`config.mk`:
```
export PLATFORM = sky130hd
export DESIGN_NAME = count_enable_gen
export DESIGN_NICKNAME = d
export VERILOG_FILES = /design/src/rtl/count_enable_gen.sv
export SDC_FILE = /design/constraint.sdc
export NUM_CORES = 1
export LEC_CHECK = 0
export ABC_AREA = 1
export CAP_MARGIN = 20
export CORE_MARGIN = 1
export CORE_UTILIZATION = 55
export DETAILED_ROUTE_END_ITERATION = 8
export PLACE_DENSITY_LB_ADDON = 0.15
export SLEW_MARGIN = 5
export SYNTH_ARGS = -nofsm -noshare
export SYNTH_HDL_FRONTEND = slang
export SYNTH_SLANG_ARGS = --single-unit
export TNS_END_PERCENT = 50
```
`constraint.sdc`:
```
create_clock -name Clk -period 2.3 [get_ports Clk]
set_clock_uncertainty 0.15 [all_clocks]
set_input_delay 0.46 -clock Clk [delete_from_list [all_inputs] [get_ports Clk]]
set_output_delay 0.46 -clock Clk [all_outputs]
set_load 0.1 [all_outputs]
```
`src/rtl/count_enable_gen.sv`:
```
// Purpose: one-cycle count enable from a free-running rate divider and/or a debounced pushbutton.
// Latency: En registered; key pulse lands DB_CYCLES+3 edges after Key_n first samples low.
// Backpressure: none; the downstream counter consumes every En pulse unconditionally.
module count_enable_gen #(
    parameter int DIV       = 50000000,
    parameter int DIV_W     = 26,
    parameter int DB_CYCLES = 1000000,
    parameter int DB_W      = 20
) (
    input  logic             Clk,
    input  logic             Clr,
    input  logic             Mode,
    input  logic             Run,
    input  logic             Key_n,
    output logic             En,
    output logic             Key_level,
    output logic [DIV_W-1:0] Phase
);

    typedef enum logic [1:0] {
        IDLE         = 2'd0,
        PRESS_WAIT   = 2'd1,
        PRESSED      = 2'd2,
        RELEASE_WAIT = 2'd3
    } db_state_t;

    localparam logic [DIV_W-1:0] PHASE_LAST = DIV_W'(DIV - 1);
    localparam logic [DB_W-1:0]  CNT_LAST   = DB_W'(DB_CYCLES - 1);

    logic             sync1_q, sync1_d;
    logic             ks_q, ks_d;
    db_state_t        state_q, state_d;
    logic [DB_W-1:0]  cnt_q, cnt_d;
    logic             key_level_q, key_level_d;
    logic             mode_prev_q, mode_prev_d;
    logic [DIV_W-1:0] phase_q, phase_d;
    logic             en_q, en_d;
    logic             key_pulse;
    logic             auto_pulse;

    // Mode is captured during reset so leaving reset is not mistaken for a mode change.
    always_ff @(posedge Clk) begin
        if (!Clr) begin
            sync1_q     <= 1'b1;
            ks_q        <= 1'b1;
            state_q     <= IDLE;
            cnt_q       <= '0;
            key_level_q <= 1'b0;
            mode_prev_q <= Mode;
            phase_q     <= '0;
            en_q        <= 1'b0;
        end else begin
            sync1_q     <= sync1_d;
            ks_q        <= ks_d;
            state_q     <= state_d;
            cnt_q       <= cnt_d;
            key_level_q <= key_level_d;
            mode_prev_q <= mode_prev_d;
            phase_q     <= phase_d;
            en_q        <= en_d;
        end
    end

    always_comb begin
        sync1_d = Key_n;
        ks_d    = sync1_q;
    end

    always_comb begin
        state_d   = state_q;
        cnt_d     = cnt_q;
        key_pulse = 1'b0;
        case (state_q)
            IDLE: begin
                if (!ks_q) state_d = PRESS_WAIT;
            end
            PRESS_WAIT: begin
                if (ks_q) begin
                    state_d = IDLE;
                end else if (cnt_q == CNT_LAST) begin
                    state_d   = PRESSED;
                    key_pulse = 1'b1;
                end else begin
                    cnt_d = cnt_q + DB_W'(1);
                end
            end
            PRESSED: begin
                if (ks_q) state_d = RELEASE_WAIT;
            end
            RELEASE_WAIT: begin
                if (!ks_q) begin
                    state_d = PRESSED;
                end else if (cnt_q == CNT_LAST) begin
                    state_d = IDLE;
                end else begin
                    cnt_d = cnt_q + DB_W'(1);
                end
            end
            default: state_d = IDLE;
        endcase
        // Stability window restarts on every state change.
        if (state_d != state_q) cnt_d = '0;
        key_level_d = (state_d == PRESSED) || (state_d == RELEASE_WAIT);
    end

    always_comb begin
        mode_prev_d = Mode;
        phase_d     = phase_q;
        auto_pulse  = 1'b0;
        if (Mode != mode_prev_q) begin
            phase_d = '0;
        end else if (!Mode) begin
            phase_d = '0;
        end else if (Run) begin
            if (phase_q == PHASE_LAST) begin
                phase_d    = '0;
                auto_pulse = 1'b1;
            end else begin
                phase_d = phase_q + DIV_W'(1);
            end
        end
        en_d = key_pulse | auto_pulse;
    end

    assign En        = en_q;
    assign Key_level = key_level_q;
    assign Phase     = phase_q;

endmodule

```
==> impl_metrics.ini <==
[setup_path]
worst_ep_required_time_ns = 2.37
critical_path.max_fanout = 20
worst-endpoint-arrival_ns = 2.03
cp-end-kind = register
worst_r2r_path_depth = 9
worstReg2RegStart = cnt_q[0]$_SDFFE_PP0P_
timing_worst_setup_path_type = register to register
setup.reg_to_reg.worst_slack_ns = 0.34
capture_instance_of_the_worst_register_to_register_path = cnt_q[17]$_SDFFE_PP0P_
critical_path.startpoint_type = register

[floorplan]
die_width_um = 75.7
die_area_um2 = 5730
start_util_pct = 57.8
coreArea_um2 = 5170
core.rowCount = 26
fp.dieH_um = 75.7
number_of_i_o_pins = 33

[timing]
setup_repair_after_global_routing_missed_its_margin = false
post-route-period-util_pct = 85.1
fin_crit_ns = 1.96
tightest_slew_ns = 0.483
setup_viol = 0
finalHoldViolCount = 0
final_critical_path_setup_slack_ns = 0.342
fmax_ghz = 0.511
timing_max_transition_violations_final = 0
timing.setup.tns_ns = 0
hold-worst-slack_ns = 0.266
timing.slew.headroom_pct = 67.8

[clocking]
tritoncts.num_buffers = 5
cts.htree.levels = 2
worst_skew_pair.late_latency_ns = 0.32
max-clock-path-buffers = 2
clk_transition_reported_paths_ns = 0.10
root_buffer = sky130_fd_sc_hd__clkbuf_8
clock-sinks = 53
cts_post_setup_buffers_inserted = 0
cts_tree = yes
cts_hold_buf = 0
post_cts_resize_count = 0

[routing]
detailedRoute.firstIterationViolations = 82
wl_mm = 6.87
number_of_remaining_drc_errors = 0
route.detailed.vias_per_inst = 5.13
wl_per_cell_um = 12.5
drt_pass1_iterations = 4
detail-route-antenna-nets = 0
route.vias.total = 2823

[power]
power_density_normalized_to_cell_area_nw_per_um2 = 455
vdd.ir_drop.worst_mv = 0.417
p_leak_nw = 1.25

[final_layout]
mostFrequentLayoutCells = sky130_fd_sc_hd__nand2_1 (130), sky130_fd_sc_hd__nor2_1 (61), sky130_fd_sc_hd__dfxtp_1 (53)
area_growth_from_synthesis_to_layout_pct = 15.2
post_route_cells_drive_above_1_share_pct = 17.3
layout.core_utilization_pct = 66.6
nNetsFinal = 486
n_antenna_cell = 0
layout_commonest_cell = sky130_fd_sc_hd__nand2_1

[hold_path]
hold_class = register to register
worstHoldPathCells = 2
worst_hold_startpoint = ks_d$_SDFF_PN1_
timing.hold.worst_endpoint = ks_q$_SDFF_PN1_

[synth]
syn_inst = 439
synth.avg_cell_area_um2 = 6.81
ys_seq_area_share_pct = 35.5
yosys_register_bits = 53
synth.cell_area_um2 = 2990
synth_warn = 0
postSynthNetCount = 446
yosys.cell_types.count = 35

[outcome]
run_status = completed

[global_route]
grt_pass1_vias = 2599
global_route.peak_usage_layer = met2
number_of_antenna_violations_at_the_first_check_in_global_routing = 0
grt_use_met1_pct = 30.8
grt_max_degree = 21
global_route_wire_length_before_repair_mm = 11.4
grt_overflow_total = 0
groute.layer.met3.usage_pct = 4.50
globalRouteTotalUtil_pct = 26.6
global_route.usage.met2_pct = 48.2

[place]
place_hpwl_mm = 5.16
gp_congestion = 0.885
dpl_worst_slack_ns = 0.247
buffer_ports.inserted = 32

[run]
drv_cap = 0
## final cells by class
type	instances	area [um^2]
clock buffers	6	82.6
clock inverters	2	17.5
fillers	453	1730
inverters	52	198
multi-input cells	327	1670
flip-flops and latches	53	1060
well taps	70	87.6
repair buffers	40	323
## where the power goes
group          switching, W  total [W]  internal (W)
Sequential       0.00000192   0.000923      0.000921
Clock              0.000330   0.000581      0.000251
Combinational     0.0000400  0.0000640     0.0000239
## registers in the layout (all words and copies together), names as in the netlist
signal / count
Phase: 26
Key_level: 1
En: 1
ks_q: 1
state_q: 2
mode_prev_q: 1
ks_d: 1
cnt_q: 20
## metal layers
metal | wire [um] | share of wire [%]
met1 | 2970 | 43
met2 | 3470 | 51
met3 | 252 | 3.7
met4 | 172 | 2.5
met5 | 0 | 0
## per-stage QoR
| step | area [um^2] | power, W | cells |
|---|---|---|---|
| after floorplan | 2990 | 0.000982 | 439 |
| after global placement | 3340 | 0.00101 | 542 |
| after detailed placement | 3340 | 0.00101 | 542 |
| after CTS | 3440 | 0.00159 | 550 |
| after global routing | 3440 | 0.00163 | 550 |
| final | 3440 | 0.00157 | 550 |
## cells in the mapped netlist
master                     count  area (um^2)
sky130_fd_sc_hd__nand2_1     130          488
sky130_fd_sc_hd__nor2_1       61          229
sky130_fd_sc_hd__dfxtp_1      53         1060
sky130_fd_sc_hd__inv_1        48          180
sky130_fd_sc_hd__nand3_1      27          135
sky130_fd_sc_hd__xor2_1       18          158
sky130_fd_sc_hd__a21oi_2      16          140
sky130_fd_sc_hd__nor3_1       12         60.1
sky130_fd_sc_hd__nand4_1      11         68.8
sky130_fd_sc_hd__a21oi_1       9         45.0
sky130_fd_sc_hd__nor2_2        8         50.1
sky130_fd_sc_hd__o21ai_0       5         25.0
sky130_fd_sc_hd__xnor2_1       5         43.8
sky130_fd_sc_hd__nand2_2       4         25.0
sky130_fd_sc_hd__nand3b_1      4         30.0
sky130_fd_sc_hd__nor2_4        4         45.0
sky130_fd_sc_hd__buf_6         3         33.8
sky130_fd_sc_hd__buf_2         2         10.0
sky130_fd_sc_hd__clkinv_1      2         7.51
sky130_fd_sc_hd__ha_1          2         25.0
sky130_fd_sc_hd__and2_1        1         6.26
sky130_fd_sc_hd__and3_1        1         6.26
sky130_fd_sc_hd__buf_4         1         7.51
sky130_fd_sc_hd__clkbuf_1      1         3.75
sky130_fd_sc_hd__inv_2         1         3.75
sky130_fd_sc_hd__inv_4         1         6.26
sky130_fd_sc_hd__mux2i_1       1         10.0
sky130_fd_sc_hd__nand2_8       1         20.0
sky130_fd_sc_hd__nand3_2       1         10.0
sky130_fd_sc_hd__nand3_4       1         17.5
sky130_fd_sc_hd__nor3_2        1         10.0
sky130_fd_sc_hd__nor3b_1       1         7.51
sky130_fd_sc_hd__nor4_1        1         6.26
sky130_fd_sc_hd__o22ai_1       1         6.26
sky130_fd_sc_hd__or2_2         1         6.26
## cells by family (layout without fill, tap and decap cells)
group	after synthesis	count (layout)	synth area share [%]
fa+ha+maj	2	2	0.837
mux	1	1	0.335
flops	53	53	35.5
simple gates	270	270	40.9
buf+inv	59	100	8.46
xor+xnor	23	23	6.74
compound gates	31	31	7.24
## worst max-delay path by stage
| stage | start | end | slack [ns] | depth (start not counted) |
|---|---|---|---|---|
| floorplan | Phase[1]$_SDFFE_PP0P_ | Phase[15]$_SDFFE_PP0P_ | 0.004 | 9 |
| global placement | Run | Phase[20]$_SDFFE_PP0P_ | 0.28 | 7 |
| detailed placement | Run | Phase[22]$_SDFFE_PP0P_ | 0.25 | 8 |
| CTS | cnt_q[0]$_SDFFE_PP0P_ | cnt_q[17]$_SDFFE_PP0P_ | 0.32 | 9 |
| global route | cnt_q[0]$_SDFFE_PP0P_ | cnt_q[17]$_SDFFE_PP0P_ | 0.21 | 9 |
| finish | cnt_q[0]$_SDFFE_PP0P_ | cnt_q[17]$_SDFFE_PP0P_ | 0.34 | 9 |
## worst max-delay path: stages (launching register included)
cell and delay [ns]:
sky130_fd_sc_hd__dfxtp_1 0.41, sky130_fd_sc_hd__ha_1 0.27, sky130_fd_sc_hd__inv_1 0.11, sky130_fd_sc_hd__nor2_4 0.18
sky130_fd_sc_hd__nand3_4 0.17, sky130_fd_sc_hd__nand2_8 0.18, sky130_fd_sc_hd__nand2_2 0.06, sky130_fd_sc_hd__nand2_2 0.07
sky130_fd_sc_hd__buf_12 0.18, sky130_fd_sc_hd__nor2_2 0.06
Power figures use the tool's default switching activity.
==> RTL edit 1: new RTL, same flow settings <==
`DB_W`: 20 -> 22.
--- a/src/rtl/count_enable_gen.sv
+++ b/src/rtl/count_enable_gen.sv
@@ -5,7 +5,7 @@
     parameter int DIV       = 50000000,
     parameter int DIV_W     = 26,
     parameter int DB_CYCLES = 1000000,
-    parameter int DB_W      = 20
+    parameter int DB_W      = 22
 ) (
     input  logic             Clk,
     input  logic             Clr,
Behaviour: same outputs for any inputs over 10 cycles, from zero or initial values; that may be too few to reach the edited logic, so the function may still have changed.
==> RTL edit 1 against the unedited design <==
  * Core utilization is 1.3 points higher
  * Global-route usage shrank 1.3 points
  * Cell count increased by 6.4%
  * Worst hold slack improved by 0.020 ns
  * Synthesized area rose by 3.5%
  * Design area increased by 3.9%
  * Total power increased by 6.6%
  * Synthesized cell count up 8.7%
  * Combinational power shrank 4.8%
  * Count of clock-buffer cells in the layout is the same
  * Wire length increased by 5.5%
  * Maximum frequency up 1.8%
  * Setup slack improved by 0.035 ns
  * Sequential cell count rose by 1
  * Largest cell class unchanged
==> RTL edit 1: results (changes against the unedited design) <==
Final layout
  • # nets final: 522 (+7.4%)
  • Fillers: 478 (+5.5%)
  • Share of layout cells above drive strength 1: 16.3% (-0.98 points)

Power
  • Power Combinational: 0.0000609 W (-4.8%)
  • P_leak: 1.29 nW (+3.1%)
  • NetSw: 0.000359 W (-3.5%)
  • Clock network power: 0.000670 W (+15%)
  • Worst vdd ir: 0.310 mV (-26%)

Route
  • Vias per inst: 5.17 (+0.68%)
  • Drt total wl: 7250 µm (+5.5%)
  • Pre-antenna DRT Iters: 5 (+1)
  • DRT iter0 DRCs: 116 (+41%)

Worst setup path
  • CP max FO: 5 (-75%)
  • CP peak stage delay: 0.37 ns (-0.04 ns)
  • FF-to-FF path depth: 10 (+1)
  • Slowest CP cell: dfxtp_2
  • Flop2flop setup slack: 0.38 ns (+0.04 ns)
  • Reg-to-Reg Start: Phase[0]$_SDFFE_PP0P_
  • Crit path DAT: 1.99 ns (-0.04 ns)
  • Reg2Reg Capture Point: Phase[18]$_SDFFE_PP0P_

Placed design
  • HPWL Detailed: 5410 µm (+4.7%)
  • DP Area: 3470 µm² (+3.7%)
  • Gp weighted congestion: 0.957 (+8.1%)

Min path
  • Hold path depth: 1 (-1)

Timing
  • Slew Limit Headroom: 72.7% (+4.9 points)

Global route
  • First-pass GRT wire length: 12,000 µm (+5.5%)
  • Pin count of the biggest net entering global routing: 23 (+9.5%)
  • Total GRT Usage: 25.3% (-1.3 points)
  • Vias in the first global route: 2,740 (+5.4%)

Yosys
  • Library cells used by synthesis: 32 (-8.6%)
  • Seq/Total Area, Yosys: 35.0% (-0.56 points)
  • Syn_nets: 484 (+8.5%)
  • Synth top cells by count: nand2_1 (136), nor2_1 (81), dfxtp_1 (54)

Run
  • Max-Cap Viols: 0 (unchanged)

Outcome
  • Status: finished clean
## RTL edit 1: changes by cell type in the layout (fill, tap and decap cells not counted), sizes merged, moves of 2 or more
cell    delta
nand2      +4
nand3      +5
or2        +2
xor2       -8
inv        +6
clkinv     -3
a21oi      -5
nor2      +16
o21ai      +3
nor3       +7
nand4      +2
xnor2      +3
## RTL edit 1: per-stage QoR
step / worst slack (ns) / total power [W] / utilization, % / std cells / hold WS, ns
floorplan: 0.0405 / 0.000997 / - / 477 / 0.243
global placement: 0.135 / 0.00102 / 65.8 / 578 / 0.245
detailed placement: 0.0644 / 0.00102 / 65.8 / 578 / 0.270
CTS: 0.368 / 0.00168 / 67.9 / 585 / 0.293
global route: 0.173 / 0.00172 / 67.9 / 585 / 0.315
finish: 0.377 / 0.00167 / 67.9 / 585 / 0.286
## RTL edit 1: area by class of cell
type | instances | area, µm² | area share (%)
inverters | 57 | 214 | 5.98
flip-flops and latches | 54 | 1090 | 30.4
clock buffers | 6 | 82.6 | 2.31
well taps | 70 | 87.6 | 2.45
multi-input cells | 356 | 1730 | 48.4
repair buffers | 41 | 343 | 9.58
clock inverters | 1 | 30.0 | 0.839
## RTL edit 1: critical path, delay by kind of cell, from the launching register on
| family | cells | cell delay, ns |
|---|---|---|
| adders and majority gates | 1 | 0.29 |
| buffers and inverters | 1 | 0.09 |
| DFF | 1 | 0.37 |
| and+or+nand+nor | 8 | 0.92 |
## RTL edit 1: worst max path at each step
| stage | startpoint | end | slack, ns | cells past startpoint |
|---|---|---|---|---|
| after detailed placement | Run | Phase[19]$_SDFFE_PP0P_ | 0.06 | 9 |
| final | Phase[0]$_SDFFE_PP0P_ | Phase[18]$_SDFFE_PP0P_ | 0.38 | 10 |
| after global placement | Run | Phase[19]$_SDFFE_PP0P_ | 0.13 | 9 |
| after global routing | Phase[0]$_SDFFE_PP0P_ | Phase[18]$_SDFFE_PP0P_ | 0.17 | 10 |
| after floorplan | state_q[1]$_SDFF_PN0_ | cnt_q[7]$_SDFFE_PP0P_ | 0.04 | 7 |
| after CTS | cnt_q[0]$_SDFFE_PP0P_ | cnt_q[12]$_SDFFE_PP0P_ | 0.37 | 9 |
## RTL edit 1: metal layers
metal	global-route usage, %	up-vias	wire (µm)
met5	0	-	0
met4	11.3	0	185
met3	5.48	15	394
met2	43.6	103	3460
met1	30.1	1333	3210
li1	-	1572	-
## RTL edit 1: cell families (layout without fill, tap and decap cells)
family	after synthesis	in the layout	share of synthesized area [%]
XOR/XNOR	18	18	5.10
buffers and inverters	67	105	9.02
AO/OA/AOI/OAI	30	30	6.23
adder cells (fa/ha/maj)	2	2	0.809
multiplexers	1	1	0.324
flip-flops	54	54	35.0
AND/OR/NAND/NOR	305	305	43.6
==> RTL edit 2: new RTL, same flow settings <==
Made on the original files. Encoding of `db_state_t`: now one-hot (4 bits for 4 states).
--- a/src/rtl/count_enable_gen.sv
+++ b/src/rtl/count_enable_gen.sv
@@ -17,11 +17,11 @@
     output logic [DIV_W-1:0] Phase
 );
 
-    typedef enum logic [1:0] {
-        IDLE         = 2'd0,
-        PRESS_WAIT   = 2'd1,
-        PRESSED      = 2'd2,
-        RELEASE_WAIT = 2'd3
+    typedef enum logic [3:0] {
+        IDLE         = 4'b0001,
+        PRESS_WAIT   = 4'b0010,
+        PRESSED      = 4'b0100,
+        RELEASE_WAIT = 4'b1000
     } db_state_t;
 
     localparam logic [DIV_W-1:0] PHASE_LAST = DIV_W'(DIV - 1);
Formal check against the unedited RTL: same outputs for any inputs over 10 cycles, from zero or initial values; not proved beyond that.
==> RTL edit 2 against the unedited design <==
  * Synthesized area grew 8.0%
  * Sequential cell count is 2 higher
  * Setup slack got worse by 0.15 ns
  * Critical path type unchanged
  * Design area increased by 9.0%
  * Wire length grew 11%
Power is not compared: it rests on default switching activity, and its combinational part moved more than twofold at a synthesized area within 25%.
==> RTL edit 2: results (changes against the unedited design) <==
Clock network
  • Num CTS Buffers: 5 (unchanged)
  • Root buffer cell: clkbuf_8
  • Maximum clock path buffer count: 2 (unchanged)
  • Post-CTS Setup Bufs: 0 (unchanged)
  • Clock-pin slew on the worst setup and hold paths: 0.11 ns

Placed design
  • DP Area: 3630 µm² (+8.6%)
  • Pre-CTS worst setup slack: -0.0983 ns (-0.345 ns)
  • Placed Cells: 599 (+11%)
  • Gp weighted congestion: 0.992 (+12%)
  • HPWL Detailed: 5700 µm (+10%)

Worst setup path
  • Crit path DAT: 2.21 ns (+0.18 ns)
  • Slowest CP cell: dfxtp_2
  • FF-to-FF path depth: 12 (+3)
  • CP peak stage delay: 0.37 ns (-0.04 ns)
  • CP startpoint: cnt_q[1]$_SDFFE_PP0P_
  • Reg2Reg Capture Point: cnt_q[1]$_SDFFE_PP0P_
  • Flop2flop setup slack: 0.19 ns (-0.15 ns)

Global route
  • Vias in the first global route: 2,822 (+8.6%)
  • Initial antenna violation count: 0 (unchanged)
  • First-pass GRT wire length: 12,800 µm (+12%)
  • Pin count of the biggest net entering global routing: 25 (+19%)
  • Grt met3 use: 3.60% (-0.89 points)
  • Met1 Use GR: 36.8% (+6.0 points)
  • Total GRT Usage: 25.9% (-0.68 points)
  • Met2 GRT Util: 41.2% (-7.0 points)

Final layout
  • Clock network area share: 3.10% (+0.19 points)
  • Seq area share: 29.8% (-1.1 points)
  • Multi-input combinational gate total: 352 (+7.6%)
  • Footprint of the multi-input gates: 1790 µm² (+6.7%)
  • Layout Cells excl Fill: 607 (+10%)
  • Fillers: 519 (+15%)
  • Signal buf overhead: 9.80% (+0.42 points)
  • # clk buffers: 5 (-1)
  • Inverters, non-clock: 74 (+42%)
  • Non-clk bufs: 46 (+15%)
  • Share of layout cells above drive strength 1: 19.3% (+2.0 points)
  • Reg area: 1120 µm² (+5.3%)
  • # nets final: 541 (+11%)

Timing
  • Worst hold slack: 0.276 ns (+0.00997 ns)
  • Minimum clock period: 2.11 ns (+0.154 ns)
  • Slew Limit Headroom: 67.9% (about the same)

Outcome
  • Status: finished clean

Yosys
  • Seq/Total Area, Yosys: 34.1% (-1.4 points)
  • Syn_nets: 497 (+11%)
  • Flops & latches, synth: 55 (+3.8%)
  • Library cells used by synthesis: 34 (-2.9%)
  • Top cells by area, synth: dfxtp_1 (34%), nand2_1 (13%), inv_1 (8.4%), nor2_1 (7.4%), xor2_1 (5.7%)
  • Post-Syn Instances: 490 (+12%)
  • Mapped cell area: 3230 µm² (+8.0%)
  • Synth top cells by count: nand2_1 (109), inv_1 (72), nor2_1 (64)

Route
  • M1 WL: 3780 µm (+27%)
  • DRT iter0 DRCs: 213 (+160%)
  • Met3 wire len: 449 µm (+78%)
  • Drt wl/cell: 12.6 µm (+0.77%)
  • Met2 Routed Length: 3340 µm (-3.8%)
  • Vias per inst: 5.18 (+0.88%)
  • Pre-antenna DRT Iters: 5 (+1)

Min path
  • Hold path start: ks_d$_SDFF_PN1_
  • Hold path depth: 1 (-1)

Power
  • P_leak: 1.44 nW
## RTL edit 2: cell count changes in the layout (fill, tap and decap cells not counted), moves of 10 or more
cell,unedited run,this run
a21oi_2,16,0
dfxtp_1,53,42
dfxtp_2,0,13
inv_1,48,72
nand2_1,130,109
nand4_1,11,21
nor2_2,8,23
o21ai_0,5,16
## RTL edit 2: power groups by stage
| stage | combinational [W] | clock [W] | sequential (W) |
|---|---|---|---|
| floorplan | 0.000107 | 0 | 0.00101 |
| global placement | 0.000166 | 0 | 0.000990 |
| detailed placement | 0.000170 | 0 | 0.000990 |
| CTS | 0.000170 | 0.000693 | 0.000968 |
| global route | 0.000185 | 0.000736 | 0.000969 |
| finish | 0.000171 | 0.000676 | 0.000968 |
## RTL edit 2: kinds of logic after synthesis
kind of cell | after synthesis | share of synthesized area, %
and+or+nand+nor | 289 | 41.7
AOI/OAI and AO/OA | 36 | 5.82
DFF | 55 | 34.1
xor gates and xnor gates | 25 | 6.79
buffers and inverters | 83 | 10.7
adders and majority gates | 2 | 0.776
